## src/rtl/cpu_pkg.sv

```systemverilog
// Shared constants and types for the 16-bit five-stage CPU pipeline.
// Latency: n/a (declarations only).
// Backpressure: n/a.
//
// Contents: data/register/ALU-op widths, ALU-op encodings, the hardwired
// zero register, and the packed ID/EX pipeline payload.
package cpu_pkg;

  localparam int DW  = 16;  // data, immediate and PC width
  localparam int RW  = 4;   // register specifier width (16 registers)
  localparam int OPW = 4;   // ALU operation field width

  localparam logic [RW-1:0] REG_ZERO = 4'h0;

  typedef enum logic [OPW-1:0] {
    ALU_ADD  = 4'h0,
    ALU_SUB  = 4'h1,
    ALU_AND  = 4'h2,
    ALU_OR   = 4'h3,
    ALU_XOR  = 4'h4,
    ALU_SLL  = 4'h5,
    ALU_SRL  = 4'h6,
    ALU_SRA  = 4'h7,
    ALU_SLT  = 4'h8,
    ALU_PASS = 4'h9
  } alu_op_e;

  // Everything the execute stage receives from decode, one instruction.
  typedef struct packed {
    logic           valid;
    logic [DW-1:0]  pc;
    logic [DW-1:0]  src1_data;
    logic [DW-1:0]  src2_data;
    logic [RW-1:0]  src1_reg;
    logic [RW-1:0]  src2_reg;
    logic [RW-1:0]  dst_reg;
    logic [DW-1:0]  imm;
    logic [OPW-1:0] alu_op;
    logic           reg_write;
    logic           mem_read;
    logic           mem_write;
  } ex_pkt_t;

endpackage

```

## src/rtl/id_ex_stage_if.sv

```systemverilog
// Decode-to-execute bundle: decode-side request fields, execute-side stall,
// and the registered execute-side copies plus the ready/hazard feedback.
// Latency: n/a (wiring only). Backpressure: id_ready / ex_stall travel here.
//
// modport slave  : the ID/EX stage (consumes id_*, ex_stall; drives ex_*).
// modport master : the surrounding pipeline (drives id_*, ex_stall).
interface id_ex_stage_if
  import cpu_pkg::*;
  ();

  logic           id_valid;
  logic [DW-1:0]  id_pc;
  logic [DW-1:0]  id_src1_data;
  logic [DW-1:0]  id_src2_data;
  logic [RW-1:0]  id_src1_reg;
  logic [RW-1:0]  id_src2_reg;
  logic [RW-1:0]  id_dst_reg;
  logic           id_uses_src1;
  logic           id_uses_src2;
  logic [DW-1:0]  id_imm;
  logic [OPW-1:0] id_alu_op;
  logic           id_reg_write;
  logic           id_mem_read;
  logic           id_mem_write;
  logic           id_flush;
  logic           ex_stall;

  logic           id_ready;
  logic           load_use_stall;

  logic           ex_valid;
  logic [DW-1:0]  ex_pc;
  logic [DW-1:0]  ex_src1_data;
  logic [DW-1:0]  ex_src2_data;
  logic [RW-1:0]  ex_src1_reg;
  logic [RW-1:0]  ex_src2_reg;
  logic [RW-1:0]  ex_dst_reg;
  logic [DW-1:0]  ex_imm;
  logic [OPW-1:0] ex_alu_op;
  logic           ex_reg_write;
  logic           ex_mem_read;
  logic           ex_mem_write;

  modport slave (
    input  id_valid, id_pc, id_src1_data, id_src2_data,
           id_src1_reg, id_src2_reg, id_dst_reg,
           id_uses_src1, id_uses_src2, id_imm, id_alu_op,
           id_reg_write, id_mem_read, id_mem_write,
           id_flush, ex_stall,
    output id_ready, load_use_stall,
           ex_valid, ex_pc, ex_src1_data, ex_src2_data,
           ex_src1_reg, ex_src2_reg, ex_dst_reg, ex_imm, ex_alu_op,
           ex_reg_write, ex_mem_read, ex_mem_write
  );

  modport master (
    output id_valid, id_pc, id_src1_data, id_src2_data,
           id_src1_reg, id_src2_reg, id_dst_reg,
           id_uses_src1, id_uses_src2, id_imm, id_alu_op,
           id_reg_write, id_mem_read, id_mem_write,
           id_flush, ex_stall,
    input  id_ready, load_use_stall,
           ex_valid, ex_pc, ex_src1_data, ex_src2_data,
           ex_src1_reg, ex_src2_reg, ex_dst_reg, ex_imm, ex_alu_op,
           ex_reg_write, ex_mem_read, ex_mem_write
  );

endinterface

```

## src/rtl/id_ex_stage_load_use_detect.sv

```systemverilog
// Load-use hazard comparator: flags a decode instruction that consumes the
// destination of a load still sitting in execute.
// Latency: purely combinational. Backpressure: none; the flag is the output.
//
// Ports: ex_* describe the instruction held in ID/EX, id_* the one in decode;
// load_use_stall is high when decode must wait one cycle.
module load_use_detect
  import cpu_pkg::*;
  (
  input  logic          ex_valid,
  input  logic          ex_mem_read,
  input  logic          ex_reg_write,
  input  logic [RW-1:0] ex_dst_reg,
  input  logic          id_valid,
  input  logic          id_uses_src1,
  input  logic          id_uses_src2,
  input  logic [RW-1:0] id_src1_reg,
  input  logic [RW-1:0] id_src2_reg,
  output logic          load_use_stall
);

  logic ex_is_load;
  logic src1_hit;
  logic src2_hit;

  // R0 is hardwired zero, so a load targeting it never produces a value
  // anyone could wait on.
  assign ex_is_load = ex_valid & ex_mem_read & ex_reg_write &
                      (ex_dst_reg != REG_ZERO);

  // Only operands that are actually read count; an unused specifier field
  // may hold any bits.
  assign src1_hit = id_uses_src1 & (id_src1_reg == ex_dst_reg);
  assign src2_hit = id_uses_src2 & (id_src2_reg == ex_dst_reg);

  assign load_use_stall = ex_is_load & id_valid & (src1_hit | src2_hit);

endmodule

```

## src/rtl/id_ex_stage.sv

```systemverilog
// ID/EX pipeline register with load-use bubble insertion and flush.
// Latency: one cycle decode -> execute.
// Backpressure: ex_stall holds every ex_* field; id_ready drops on ex_stall
// or a load-use hazard so decode and the PC hold their instruction.
//
// Ports: clk, rst (synchronous, active-low); bus (id_ex_stage_if.slave)
// carrying id_* request fields, id_flush, ex_stall, id_ready,
// load_use_stall and the registered ex_* copies.
// Optional build macro ID_EX_PERF_CNT_EN adds perf_clr (in) and a saturating
// 16-bit stall_cycles counter (out) of load-use bubbles.
module id_ex_stage
  import cpu_pkg::*;
  (
  input  logic           clk,
  input  logic           rst,
  id_ex_stage_if.slave   bus
`ifdef ID_EX_PERF_CNT_EN
  ,
  input  logic           perf_clr,
  output logic [15:0]    stall_cycles
`endif
);

  ex_pkt_t ex_q;
  ex_pkt_t ex_d;
  logic    load_use_stall;

  load_use_detect u_load_use_detect (
    .ex_valid       (ex_q.valid),
    .ex_mem_read    (ex_q.mem_read),
    .ex_reg_write   (ex_q.reg_write),
    .ex_dst_reg     (ex_q.dst_reg),
    .id_valid       (bus.id_valid),
    .id_uses_src1   (bus.id_uses_src1),
    .id_uses_src2   (bus.id_uses_src2),
    .id_src1_reg    (bus.id_src1_reg),
    .id_src2_reg    (bus.id_src2_reg),
    .load_use_stall (load_use_stall)
  );

  assign bus.load_use_stall = load_use_stall;
  assign bus.id_ready       = ~bus.ex_stall & ~load_use_stall;

  always_comb begin
    ex_d = ex_q;
    if (!bus.ex_stall) begin
      // Data fields load unconditionally; on a bubble they are don't-care
      // and loading them keeps the enable logic narrow.
      ex_d.pc        = bus.id_pc;
      ex_d.src1_data = bus.id_src1_data;
      ex_d.src2_data = bus.id_src2_data;
      ex_d.src1_reg  = bus.id_src1_reg;
      ex_d.src2_reg  = bus.id_src2_reg;
      ex_d.dst_reg   = bus.id_dst_reg;
      ex_d.imm       = bus.id_imm;
      ex_d.alu_op    = bus.id_alu_op;
      if (bus.id_flush || load_use_stall) begin
        // Bubble: squash the instruction and every side effect it carries.
        ex_d.valid     = 1'b0;
        ex_d.reg_write = 1'b0;
        ex_d.mem_read  = 1'b0;
        ex_d.mem_write = 1'b0;
      end else begin
        ex_d.valid     = bus.id_valid;
        ex_d.reg_write = bus.id_reg_write & bus.id_valid;
        ex_d.mem_read  = bus.id_mem_read  & bus.id_valid;
        ex_d.mem_write = bus.id_mem_write & bus.id_valid;
      end
    end
  end

  always_ff @(posedge clk) begin
    if (!rst) begin
      ex_q <= '0;
    end else begin
      ex_q <= ex_d;
    end
  end

  assign bus.ex_valid     = ex_q.valid;
  assign bus.ex_pc        = ex_q.pc;
  assign bus.ex_src1_data = ex_q.src1_data;
  assign bus.ex_src2_data = ex_q.src2_data;
  assign bus.ex_src1_reg  = ex_q.src1_reg;
  assign bus.ex_src2_reg  = ex_q.src2_reg;
  assign bus.ex_dst_reg   = ex_q.dst_reg;
  assign bus.ex_imm       = ex_q.imm;
  assign bus.ex_alu_op    = ex_q.alu_op;
  assign bus.ex_reg_write = ex_q.reg_write;
  assign bus.ex_mem_read  = ex_q.mem_read;
  assign bus.ex_mem_write = ex_q.mem_write;

`ifdef ID_EX_PERF_CNT_EN
  logic [15:0] stall_cycles_q;
  logic [15:0] stall_cycles_d;

  // Counts bubbles actually inserted; a hazard masked by ex_stall is not
  // a lost cycle attributable to the load.
  always_comb begin
    stall_cycles_d = stall_cycles_q;
    if (perf_clr) begin
      stall_cycles_d = '0;
    end else if (load_use_stall && !bus.ex_stall &&
                 (stall_cycles_q != 16'hFFFF)) begin
      stall_cycles_d = stall_cycles_q + 16'd1;
    end
  end

  always_ff @(posedge clk) begin
    if (!rst) begin
      stall_cycles_q <= '0;
    end else begin
      stall_cycles_q <= stall_cycles_d;
    end
  end

  assign stall_cycles = stall_cycles_q;
`endif

endmodule

```

## src/flat_wrapper.sv

```systemverilog
// flat-port wrapper written by rule: the top's interface ports become plain ports
module id_ex_stage_flat import cpu_pkg::*;
  (clk, rst, bus_id_valid, bus_id_pc, bus_id_src1_data, bus_id_src2_data, bus_id_src1_reg, bus_id_src2_reg, bus_id_dst_reg, bus_id_uses_src1, bus_id_uses_src2, bus_id_imm, bus_id_alu_op, bus_id_reg_write, bus_id_mem_read, bus_id_mem_write, bus_id_flush, bus_ex_stall, bus_id_ready, bus_load_use_stall, bus_ex_valid, bus_ex_pc, bus_ex_src1_data, bus_ex_src2_data, bus_ex_src1_reg, bus_ex_src2_reg, bus_ex_dst_reg, bus_ex_imm, bus_ex_alu_op, bus_ex_reg_write, bus_ex_mem_read, bus_ex_mem_write);
  id_ex_stage_if bus_i ();
  input  logic clk;
  input  logic rst;
  input wire logic [$bits(bus_i.id_valid)-1:0] bus_id_valid;
  input wire logic [$bits(bus_i.id_pc)-1:0] bus_id_pc;
  input wire logic [$bits(bus_i.id_src1_data)-1:0] bus_id_src1_data;
  input wire logic [$bits(bus_i.id_src2_data)-1:0] bus_id_src2_data;
  input wire logic [$bits(bus_i.id_src1_reg)-1:0] bus_id_src1_reg;
  input wire logic [$bits(bus_i.id_src2_reg)-1:0] bus_id_src2_reg;
  input wire logic [$bits(bus_i.id_dst_reg)-1:0] bus_id_dst_reg;
  input wire logic [$bits(bus_i.id_uses_src1)-1:0] bus_id_uses_src1;
  input wire logic [$bits(bus_i.id_uses_src2)-1:0] bus_id_uses_src2;
  input wire logic [$bits(bus_i.id_imm)-1:0] bus_id_imm;
  input wire logic [$bits(bus_i.id_alu_op)-1:0] bus_id_alu_op;
  input wire logic [$bits(bus_i.id_reg_write)-1:0] bus_id_reg_write;
  input wire logic [$bits(bus_i.id_mem_read)-1:0] bus_id_mem_read;
  input wire logic [$bits(bus_i.id_mem_write)-1:0] bus_id_mem_write;
  input wire logic [$bits(bus_i.id_flush)-1:0] bus_id_flush;
  input wire logic [$bits(bus_i.ex_stall)-1:0] bus_ex_stall;
  output wire logic [$bits(bus_i.id_ready)-1:0] bus_id_ready;
  output wire logic [$bits(bus_i.load_use_stall)-1:0] bus_load_use_stall;
  output wire logic [$bits(bus_i.ex_valid)-1:0] bus_ex_valid;
  output wire logic [$bits(bus_i.ex_pc)-1:0] bus_ex_pc;
  output wire logic [$bits(bus_i.ex_src1_data)-1:0] bus_ex_src1_data;
  output wire logic [$bits(bus_i.ex_src2_data)-1:0] bus_ex_src2_data;
  output wire logic [$bits(bus_i.ex_src1_reg)-1:0] bus_ex_src1_reg;
  output wire logic [$bits(bus_i.ex_src2_reg)-1:0] bus_ex_src2_reg;
  output wire logic [$bits(bus_i.ex_dst_reg)-1:0] bus_ex_dst_reg;
  output wire logic [$bits(bus_i.ex_imm)-1:0] bus_ex_imm;
  output wire logic [$bits(bus_i.ex_alu_op)-1:0] bus_ex_alu_op;
  output wire logic [$bits(bus_i.ex_reg_write)-1:0] bus_ex_reg_write;
  output wire logic [$bits(bus_i.ex_mem_read)-1:0] bus_ex_mem_read;
  output wire logic [$bits(bus_i.ex_mem_write)-1:0] bus_ex_mem_write;
  assign bus_i.id_valid = bus_id_valid;
  assign bus_i.id_pc = bus_id_pc;
  assign bus_i.id_src1_data = bus_id_src1_data;
  assign bus_i.id_src2_data = bus_id_src2_data;
  assign bus_i.id_src1_reg = bus_id_src1_reg;
  assign bus_i.id_src2_reg = bus_id_src2_reg;
  assign bus_i.id_dst_reg = bus_id_dst_reg;
  assign bus_i.id_uses_src1 = bus_id_uses_src1;
  assign bus_i.id_uses_src2 = bus_id_uses_src2;
  assign bus_i.id_imm = bus_id_imm;
  assign bus_i.id_alu_op = bus_id_alu_op;
  assign bus_i.id_reg_write = bus_id_reg_write;
  assign bus_i.id_mem_read = bus_id_mem_read;
  assign bus_i.id_mem_write = bus_id_mem_write;
  assign bus_i.id_flush = bus_id_flush;
  assign bus_i.ex_stall = bus_ex_stall;
  assign bus_id_ready = bus_i.id_ready;
  assign bus_load_use_stall = bus_i.load_use_stall;
  assign bus_ex_valid = bus_i.ex_valid;
  assign bus_ex_pc = bus_i.ex_pc;
  assign bus_ex_src1_data = bus_i.ex_src1_data;
  assign bus_ex_src2_data = bus_i.ex_src2_data;
  assign bus_ex_src1_reg = bus_i.ex_src1_reg;
  assign bus_ex_src2_reg = bus_i.ex_src2_reg;
  assign bus_ex_dst_reg = bus_i.ex_dst_reg;
  assign bus_ex_imm = bus_i.ex_imm;
  assign bus_ex_alu_op = bus_i.ex_alu_op;
  assign bus_ex_reg_write = bus_i.ex_reg_write;
  assign bus_ex_mem_read = bus_i.ex_mem_read;
  assign bus_ex_mem_write = bus_i.ex_mem_write;
  id_ex_stage u_core (.clk(clk), .rst(rst), .bus(bus_i));
endmodule
```

## config.mk

```make
export PLATFORM = sky130hd
export DESIGN_NAME = id_ex_stage_flat
export DESIGN_NICKNAME = d
export VERILOG_FILES = /design/src/rtl/cpu_pkg.sv /design/src/rtl/id_ex_stage_if.sv /design/src/rtl/id_ex_stage_load_use_detect.sv /design/src/rtl/id_ex_stage.sv /design/src/flat_wrapper.sv
export SDC_FILE = /design/constraint.sdc
export NUM_CORES = 1
export LEC_CHECK = 0
export CORE_MARGIN = 8
export CORE_UTILIZATION = 39
export DETAILED_ROUTE_END_ITERATION = 8
export GPL_ROUTABILITY_DRIVEN = 0
export PLACE_DENSITY = 0.91
export RECOVER_POWER = 100
export SYNTH_ARGS = -nofsm -noshare
export SYNTH_HDL_FRONTEND = slang
export SYNTH_SLANG_ARGS = --single-unit
```

## constraint.sdc

```tcl
create_clock -name clk -period 2.4 [get_ports clk]
set_clock_uncertainty 0.2 [all_clocks]
set_input_delay 0.6 -clock clk [delete_from_list [all_inputs] [get_ports clk]]
set_output_delay 0.6 -clock clk [all_outputs]
set_load 0.02 [all_outputs]
```

==> metrics list, run 1 <==
- Count of antenna-violating nets left after detailed routing: 0
- After detailed routing, the number of vias per cell comes to between 4 and 5.
* Post-route DRC: 0
* Top-Level Pins: 176
- The cell count after synthesis came out at approximately 290.
- The total count of max-transition violations in the final report is 0.
- Simple-gate area share of the yosys netlist: 0.174
- Main combinational cell family by area after synthesis: multiplexers
- In the final design database the tool counted 560 nets.
* Total grt overflow: 0
- Of the cells placed in the final design, the portion with a size suffix greater than 1 is 0.0926.
- Tot Pwr: ~0.0031 W
- Iteration-0 DRC Markers: 51
* Starting density of the core: 0.398
- The initial antenna violation count was 0.
- Dividing the detail-routed wire length by the instance count gives 16.7 µm.
- The count of buffers added on input and output ports is ~180.
* Final period demand of the worst path: 2.51 ns
* Setup TNS: -0.313 ns
- Hold wc startpoint: u_core.bus.ex_mem_write$_SDFFE_PN0N_
- The first TritonRoute pass finished after 4 iterations.
- In this run the tightest slew margin relative to its limit is 0.0466.
- Across all setup checks in the final design, the least slack found is -0.113 ns.
- Worst min-delay path category: reg2reg
* Crit path launch: bus_id_src2_reg[2]
- Counting every sink on the clock net gives 84.
* Least-Margin Pin Slew: roughly 1.4 ns
- Wire length of the first global-routing pass: roughly 15000 µm
* Wire length reported by the detailed router: roughly 9700 µm
- Violations in the final reports: negative setup slack
* Multiplexer area fraction after synthesis: 0.246
* Final count of negative-setup-slack endpoints: 10
- Cell area after placement: about 5200 µm²
* Arrival time at the worst endpoint: approximately 1.7 ns
- TritonCTS built the clock tree.
- Power per cell area: ~580 nW/µm²
* Count of max-cap constraint violations: 0
* Static leakage: approximately 2.4 nW
- Once layout is done, the placed cells without fillers occupy 5380 µm².
- The tree is rooted in a clkbuf_8.
* Vert. Die Dim: between 100 and 150 µm
- The final count of hold timing violations came to 0.
* Flop and latch count out of synthesis: between 80 and 90
- Of the total synthesized cell area, the portion taken by XOR and XNOR cells is 0.0134.
- The complex-gate fraction of the synthesized area was 0.0223.
* Critical Path Start Type: input port
* Highest net fanout along the worst path: 2
- The area growth from synthesis to layout is 65.1%.
* Syn nets: ~380
- Area of the die: around 12000 µm²
- The routed layout has 2709 vias.
- Max frequency: about 400 MHz
- A synthesized cell averages approximately 11 µm².
- Floorplan die width: 107 µm
* Post-synthesis cell area: about 3300 µm²
- Entering global routing, the biggest net connects 82 pins.
* Most frequent cells in the layout: dlygate4sd3_1 (83), mux2i_1 (80), nor2b_1 (80), dfxtp_1 (80), clkdlybuf4s50_1 (78)
- Count of distinct cell types in the synthesized netlist: 22
- Kind of end point of the critical path: output port
- Max H-tree Level: 3
- The flow ran to the end, but the final reports show violations.
* Number of clock buffers inserted by TritonCTS: 9
- Worst EP required: 1.60 ns
* Latest clock arrival within the worst-skew pair: roughly 0.34 ns
- Most frequent standard cell in the layout excluding fill and tap cells: dlygate4sd3_1
- Sequential area share after synthesis: 0.516
- During synthesis, Yosys emitted a total of 0 warnings.
- Of the total synthesized cell area, the portion taken by full adders, half adders and majority gates is 0.
- The floorplan has 33 rows.
- In the finished design, the share of the clock period the worst path needs comes to 1.05.
- Setup repair after global routing could not meet its margin everywhere.
* Via count of the first global-routing pass: around 2900
- Once detailed placement completed, the half-perimeter wirelength came to 7250 µm.
* Clock transition at the register clock pins on the worst setup and hold paths after CTS: 0.09 ns
* Worst VDD drop: around 0.37 mV
* Diode count: 0
* Worst Setup Path Type: in2out
- Max clock buf depth: 2
* Origin of the critical flop-to-flop path: u_core.bus.ex_dst_reg[2]$_SDFFE_PN0N_
- Across every metal layer, demand over resource in global routing totals 0.161.
* Std-Cell Core Area: roughly 8000 µm²
[final timing paths]
| check | end | slack, ns | cells past startpoint |
|---|---|---|---|
| worst min-delay path | u_core.bus.ex_mem_write$_SDFFE_PN0N_ | 0.28 | 1 |
| worst max register to register | u_core.bus.ex_mem_read$_SDFFE_PN0N_ | 0.43 | 8 |
| worst max-delay path | bus_load_use_stall | -0.11 | 7 |
| worst min register to register | u_core.bus.ex_mem_write$_SDFFE_PN0N_ | 0.28 | 1 |
[synthesized netlist by cell type]
| master | n | area [µm²] |
|---|---|---|
| nor4bb_1 | 1 | 10.0 |
| nor4b_2 | 1 | 15.0 |
| xnor2_1 | 5 | 43.8 |
| clkbuf_1 | 10 | 37.5 |
| nand3_1 | 1 | 5.00 |
| inv_2 | 1 | 3.75 |
| nand2_1 | 1 | 3.75 |
| nor2b_1 | 80 | 500 |
| and4_1 | 1 | 8.76 |
| o211ai_1 | 1 | 7.51 |
| nor2_2 | 1 | 6.26 |
| nor3_1 | 2 | 10.0 |
| a222oi_1 | 1 | 10.0 |
| o22ai_1 | 1 | 6.26 |
| a32o_1 | 3 | 30.0 |
| dfxtp_1 | 84 | 1680 |
| inv_1 | 3 | 11.3 |
| a22o_2 | 1 | 10.0 |
| o41ai_1 | 1 | 8.76 |
| buf_2 | 8 | 40.0 |
| and2_1 | 1 | 6.26 |
| mux2i_1 | 80 | 801 |
[power by group]
part / total (W) / switching [W] / internal [W]
Sequential: 0.00151 / 0.0000411 / 0.00147
Clock: 0.000961 / 0.000479 / 0.000481
Combinational: 0.000629 / 0.000279 / 0.000349
[stage by stage]
step | util | hold slack, ns | setup slack, ns | cells
after floorplan | - | 0.394 | 0.0604 | 288
after global placement | 0.632 | 0.256 | -0.848 | 562
after detailed placement | 0.632 | 0.262 | -0.885 | 562
after CTS | 0.660 | 0.293 | -0.0942 | 580
after global routing | 0.658 | 0.317 | -0.186 | 580
final | 0.658 | 0.282 | -0.113 | 580
[per-layer routing]
metal  global-route usage  share of wire  vias up
li1                     -              -     1329
met1                0.160           0.37     1258
met2                0.293           0.52      109
met3               0.0623          0.087       13
met4               0.0674          0.016        0
met5                    0              0        -
[kinds of logic (layout without fill, tap and decap cells)]
| kind of cell | Yosys count | in the layout |
|---|---|---|
| buffers and inverters | 22 | 209 |
| muxes | 80 | 80 |
| and+or+nand+nor | 89 | 89 |
| AOI/OAI and AO/OA | 8 | 8 |
| DFF | 84 | 84 |
| xor gates and xnor gates | 5 | 5 |
[critical path, cell delays in order]
cell and delay, ns:
dlygate4sd2_1 0.25, xnor2_1 0.13, o211ai_1 0.16, nor4b_4 0.30, nor2_2 0.08, inv_1 0.08
buf_6 0.11
[area by class of cell]
cell class	count	area [µm²]
fill	643	2800
timing repair buffer	189	1830
sequential	84	1690
multi-input combinational	182	1520
clock buffer	12	135
tap	105	131
clock inverter	4	50.0
inverter	4	15.0
[repair_timing]
action,in CTS,in global routing
hold buffers,0,0
buffers inserted,2,0
resized for setup,37,7
pin swaps,9,3
hold endpoints to repair,0,0
setup endpoints to repair,2,2
No activity file was read; power rests on OpenSTA's default activity.
==> run 2, diff against run 1 <==
HOLD_SLACK_MARGIN = 0.12   (was not set)
REMOVE_ABC_BUFFERS = 1   (was not set)
==> run 2 against run 1 <==
  * The run still ends with negative setup slack left
  * Clock power rose by 9%
  * Sequential power barely moved
  * Register-to-register slack improved by 0.17 ns
  * Largest cell class unchanged
  * Highest routed layer unchanged
  * Via count fell by 0.41%
  * Sequential share of layout area fell by 0.42 points
  * Critical endpoint unchanged
  * First-iteration DRC count rose by 130%
==> metrics list, run 2 (synthesized netlist as in run 1, its figures left out) <==
- The analysis attributes to cell leakage a power of roughly 2.4 nW.
- The total area inside the core boundary comes to a little over 8000 µm².
- The later pin in the worst-skew pair is clocked with a latency of roughly 0.34 ns.
- # fillers: approximately 650
- After detailed routing, the number of remaining DRC violations is 0.
- Worst VDD drop: around 0.41 mV
- TritonCTS built the clock tree.
- The clock tree synthesis step divided the H-tree into 3 levels.
- The initial utilization of the core area, before any placement, comes to 0.398.
- During I/O placement, the number of pins put on the boundary was around 180.
- On the worst path, the slowest cell contributes a delay of roughly 0.27 ns.
* RSZ-0062 raised after global routing: true
- Summed over all nets, the half-perimeter wirelength after detailed placement is between 7000 and 8000 µm.
* Tot Pwr: about 0.0032 W
* Final Hold Viols: 0
- Total via count after detailed routing: around 2700
- Wire length reported by the detailed router: about 9400 µm
* Count of antenna-violating nets left after detailed routing: 0
- Via count of the first global-routing pass: roughly 2900
- Max frequency: 409 MHz
- Buffers added on ports: around 180
* Count of max-cap constraint violations: 0
- Before antenna repair, the detailed router went through 4 iterations.
- For this block, the initial DRC count from the detailed router was between 100 and 150.
- Arrival time at the worst endpoint: 1.65 ns
- 0 antenna diodes ended up in the layout.
- Once layout is complete, the utilization of the core stands at 0.666.
- Cts-stage hold buffer count: 0
- Sinks on Clock Net: between 80 and 90
- After detailed routing, the met3 layer carries between 1000 and 1500 µm of wire.
- Reg area: ~1700 µm²
* Critical path's slowest cell: nor4b_4
- Setup slack on the worst reg-to-reg path comes out at roughly 0.6 ns.
- Setup violations remaining at the end of the flow were counted as 2.
- The run finished, with violations left.
- Critical Path Start Type: input port
- M1 WL: between 3000 and 4000 µm
- Number of pins with negative max-slew slack in the final report: 0
- In the final layout, the multi-input gates occupy 1530 µm².
- Most frequent standard cell in the layout excluding fill and tap cells: dlygate4sd3_1
- Root buf cell: clkbuf_8
* Highest net fanout along the worst path: 2
* Cell-by-cell trace of the critical path: clkdlybuf4s15_2, xnor2_2, o211ai_1, nor4b_4, nor2_2, inv_1, buf_6
* Final worst setup slack: -0.0456 ns
* Most frequent cells in the layout: dlygate4sd3_1 (81), mux2i_1 (80), nor2b_1 (80), clkdlybuf4s50_1 (80), dfxtp_1 (80)
- In the global route stage, overall resource usage came out at 0.159.
- Final Cycle Share: 1.02
- The routed design could run at a clock period as short as 2.45 ns.
- In this run the worst setup path begins at bus_id_src2_reg[2].
- The highest layer touched by signal routing is met4.
- Initial antenna violation count: 0
* Power per cell area: 588 nW/µm²
- Floorplan die width: 107 µm
- For the pin with the worst max-slew slack, the measured transition is 0.702 ns.
- Maximum number of pins on one net before global-route repair: slightly above 80
- The startpoint identified for the worst hold timing path is u_core.bus.ex_mem_write$_SDFFE_PN0N_.
* Final net count: around 560
- Number of clock buffers inserted by TritonCTS: 9
- The floorplan has 33 rows.
- In this run the critical register-to-register path is captured at u_core.bus.ex_reg_write$_SDFFE_PN0N_.
- Violations in the final reports: negative setup slack
- Global routing finished with a remaining overflow of 0.
- Vert. Die Dim: between 100 and 150 µm
- Worst Setup Path Type: in2out
- Wire length of the first global-routing pass: approximately 15000 µm
* Worst min-delay path category: reg2reg
- Average wire per cell in the routed design: roughly 16 µm
- No sink is reached through more buffers than the 2 on the longest clock path.
* Post-DR vias/cell: ~4.6
* Origin of the critical flop-to-flop path: u_core.bus.ex_dst_reg[3]$_SDFFE_PN0N_
- The worst setup path is captured at an output port.
* Clock transition at the register clock pins on the worst setup and hold paths after CTS: roughly 0.080 ns
- Relative max-transition margin: 0.526
* Met2 WL post-DR: between 4000 and 5000 µm
* Area of the die: ~12000 µm²
* Worst EP required: between 1.5 and 2 ns
- The most critical setup path has its endpoint at bus_load_use_stall.
- The number of cells on the worst reg-to-reg path is 6.
* Area growth from synthesis to layout: 67.1%
* Share of layout cells above drive strength 1: 0.109
run 2: cell count changes in the layout (fill, tap and decap cells not counted), moves of 2 or more:
cell,change
buf_2,+2
buf_4,+6
clkbuf_1,-4
clkbuf_2,-2
dlygate4sd3_1,-2
clkdlybuf4s50_1,+2
run 2: power breakdown:
| part | internal [W] | switching (W) |
|---|---|---|
| Combinational | 0.000352 | 0.000278 |
| Sequential | 0.00147 | 0.0000405 |
| Clock | 0.000578 | 0.000476 |
run 2: layout make-up:
cell class	count	area share
Sequential cell	84	0.311
Inverter	4	0.00276
Clock buffer	10	0.0235
Multi-Input combinational cell	182	0.281
Clock inverter	5	0.0143
Timing Repair Buffer	192	0.343
Tap cell	105	0.0241
run 2: worst max-delay path: cells and delay by family:
family                 cells  cell delay [ns]
AND/OR/NAND/NOR            2             0.35
AO/OA/AOI/OAI              1             0.15
XOR/XNOR                   1             0.15
buffers and inverters      3             0.39
run 2: how the worst min path moves through the flow:
stage	depth (start not counted)	endpoint	slack, ns
after floorplan	1	u_core.bus.ex_mem_write$_SDFFE_PN0N_	0.39
after global placement	1	u_core.bus.ex_mem_write$_SDFFE_PN0N_	0.26
after detailed placement	1	u_core.bus.ex_mem_write$_SDFFE_PN0N_	0.26
after CTS	1	u_core.bus.ex_mem_write$_SDFFE_PN0N_	0.29
after global routing	1	u_core.bus.ex_mem_write$_SDFFE_PN0N_	0.32
final	1	u_core.bus.ex_mem_write$_SDFFE_PN0N_	0.28
run 2: metal layers:
layer | vias up | track usage
met1 | 1236 | 0.159
li1 | 1333 | -
met2 | 110 | 0.273
met5 | - | 0
met3 | 19 | 0.0814
met4 | 0 | 0.0634
run 2: through the flow:
step | TNS [ns] | setup slack, ns | std cells | area (µm²) | hold slack, ns
floorplan | 0 | 0.0604 | 270 | 3180 | 0.394
global placement | -1.92 | -0.843 | 566 | 5190 | 0.256
detailed placement | -2.04 | -0.856 | 566 | 5190 | 0.265
CTS | -0.0886 | -0.0544 | 582 | 5440 | 0.292
global route | -0.258 | -0.130 | 582 | 5440 | 0.323
finish | -0.0795 | -0.0456 | 582 | 5440 | 0.283
run 2: repair_timing:
item                       4_1_cts  5_1_grt
setup endpoints to repair        2        2
setup buffers                    1        0
gates resized for setup         46        1
pin swaps                        9        0
==> run 3, diff against run 2 <==
PLACE_DENSITY = 0.79   (was 0.91)
==> run 3 against run 2 <==
  * The run still ends with negative setup slack left
  * Critical path depth is 1 lower
  * Sequential power hardly changed
  * Global-route usage is 0.088 points lower
  * Utilization is 0.077 points higher
  * Cell count stayed put
  * Non-clock buffer count is 1 lower
  * Sequential cell count stayed put
  * Wire length is 0.34% higher
  * Total power is 1.1% higher
  * First-iteration DRC count is 37% lower
  * Critical endpoint unchanged
==> metrics list, run 3 (synthesized netlist as in run 1, its figures left out) <==
* Iteration-0 DRC Markers: 73
- At the end of the flow the core is filled with cells to 0.666.
- The largest individual stage delay along the critical path comes from the cell clkdlybuf4s50_1.
- Starting density of the core: 0.398
- The design draws between 0.003 and 0.004 W.
- Relative max-transition margin: 0.0684
- Least-Margin Pin Slew: roughly 1.4 ns
- Latest clock arrival within the worst-skew pair: ~0.34 ns
- Total via count after detailed routing: roughly 2700
* Cell-by-cell trace of the critical path: clkdlybuf4s50_1, nand2_1, nor3_4, nor2_2, inv_1, buf_6
- In the final layout, the share of cells above drive strength 1 is 0.113.
- The final layout contains about 560 nets.
* Top-Level Pins: 176
* Worst min-delay path category: reg2reg
- 0 antenna diodes ended up in the layout.
* Worst Setup Path Type: in2out
- For the worst setup path, the data arrival time is between 1.5 and 2 ns.
- Along the worst path, the maximum fanout reaches 2.
- Final count of negative-setup-slack endpoints: 2
* Post-route cell area: around 5400 µm²
- Total routing resource utilization after global routing: 0.158
- Clock-pin slew was measured on the worst setup and hold paths at around 0.08 ns.
* Count of antenna-violating nets left after detailed routing: 0
- In this run the tool buffered the top-level ports with roughly 180 buffer cells.
- The first global-routing pass estimated 14500 µm of wire.
* Number of placed instances, taps included: about 560
* Post-route DRC: 0
* Initial antenna violation count: 0
* Area growth from synthesis to layout: 67.3%
- Worst EP required: about 1.6 ns
* Static leakage: approximately 2.5 nW
- Final worst setup slack: -0.0509 ns
- Number of cell rows: 33
- Maximum number of pins on one net before global-route repair: 83
* Root buf cell: clkbuf_8
* Number of buffers and inverters on the critical path: 3
- Std-Cell Core Area: slightly above 8000 µm²
- Top delay family on crit path: buffers and inverters
- Worst VDD drop: just under 0.3 mV
- The via count of the first global-routing pass is roughly 2800.
- Total grt overflow: 0
* Wire length reported by the detailed router: between 9000 and 10000 µm
- Cell area after placement: 5160 µm²
- Floorplan die width: 107 µm
* Run status: finished with violations
* TritonCTS clock tree: done
- Max clock buf depth: 2
- Post-detailed-placement half-perimeter wirelength: about 7000 µm
- The number of clock buffers added by TritonCTS is 9.
- In the routed layout, each cell is associated on average with a via count of between 4 and 5.
- Power per cell area: a little under 600 nW/µm²
* Delay contributed by the slowest stage of the critical path: 0.45 ns
* Max H-tree Level: 3
* Count of max-cap constraint violations: 0
- The checks that failed: negative setup slack.
* Most frequent standard cell in the layout excluding fill and tap cells: dlygate4sd3_1
- First-pass detailed-route iteration total: 4
* Max frequency: between 400 and 500 MHz
- The top cell types in the final layout, fill and taps aside, are dlygate4sd3_1 (81), mux2i_1 (80), nor2b_1 (80), clkdlybuf4s50_1 (80), dfxtp_1 (79).
- STA classifies the critical path endpoint as an output port.
* Number of pins with negative max-slew slack in the final report: 0
- Hold is met by ~0.29 ns.
- Measured along the y axis, the die boundary spans 107 µm.
- Final Cycle Share: 1.02
* RSZ-0062 raised after global routing: true
- Average wire per cell in the routed design: between 15 and 20 µm
- The worst setup path is launched from an input port.
* Sinks on Clock Net: 84
- Final Hold Viols: 0
* Final period demand of the worst path: 2.45 ns
- The floorplan step defined a die boundary enclosing approximately 12000 µm².
- The count of cells in the finished layout, fillers not included, comes to ~580.
[run 3: cell types whose count changed in the layout (fill, tap and decap cells not counted), sizes merged]
cell      delta
buf          -3
clkbuf       +2
clkinvlp     +1
[run 3: power by group]
group	switching, W	internal [W]
logic	0.000276	0.000349
clock network	0.000505	0.000587
registers	0.0000411	0.00147
total	0.000823	0.00241
[run 3: final cells by class]
type | count | area [µm²]
clock buffer | 10 | 128
sequential | 84 | 1690
fill | 665 | 2730
inverter | 4 | 15.0
clock inverter | 6 | 88.8
multi-input combinational | 182 | 1560
timing repair buffer | 191 | 1840
tap | 105 | 131
[run 3: metrics by stage]
| step | setup TNS, ns | setup slack (ns) |
|---|---|---|
| global placement | -1.92 | -0.839 |
| CTS | -0.0621 | -0.0338 |
| global route | -0.464 | -0.132 |
| detailed placement | -2.09 | -0.874 |
| finish | -0.0857 | -0.0509 |
| floorplan | 0 | 0.0604 |
[run 3: worst paths after layout]
check                                                      startpoint                                   end  slack [ns]  cells past startpoint
worst min register to register   u_core.bus.ex_mem_write$_SDFFE_PN0N_  u_core.bus.ex_mem_write$_SDFFE_PN0N_        0.29                      1
worst max register to register  u_core.bus.ex_dst_reg[3]$_SDFFE_PN0N_  u_core.bus.ex_reg_write$_SDFFE_PN0N_        0.11                     10
worst max-delay path                                 bus_id_uses_src1                    bus_load_use_stall       -0.05                      6
worst min-delay path             u_core.bus.ex_mem_write$_SDFFE_PN0N_  u_core.bus.ex_mem_write$_SDFFE_PN0N_        0.29                      1
[run 3: per-layer routing]
layer,global-route usage,vias to the layer above,part of all wire
li1,-,1337,-
met1,0.173,1223,0.40
met2,0.261,110,0.48
met3,0.0731,17,0.10
met4,0.0575,0,0.017
met5,0,-,0
[run 3: repair_timing]
action | in CTS | in global routing
gates resized for setup | 47 | 4
setup endpoints to repair | 2 | 6
setup buffers | 5 | 0
pin swaps | 11 | 4
endpoints found under the hold margin | 0 | 0
hold buffers | 0 | 0
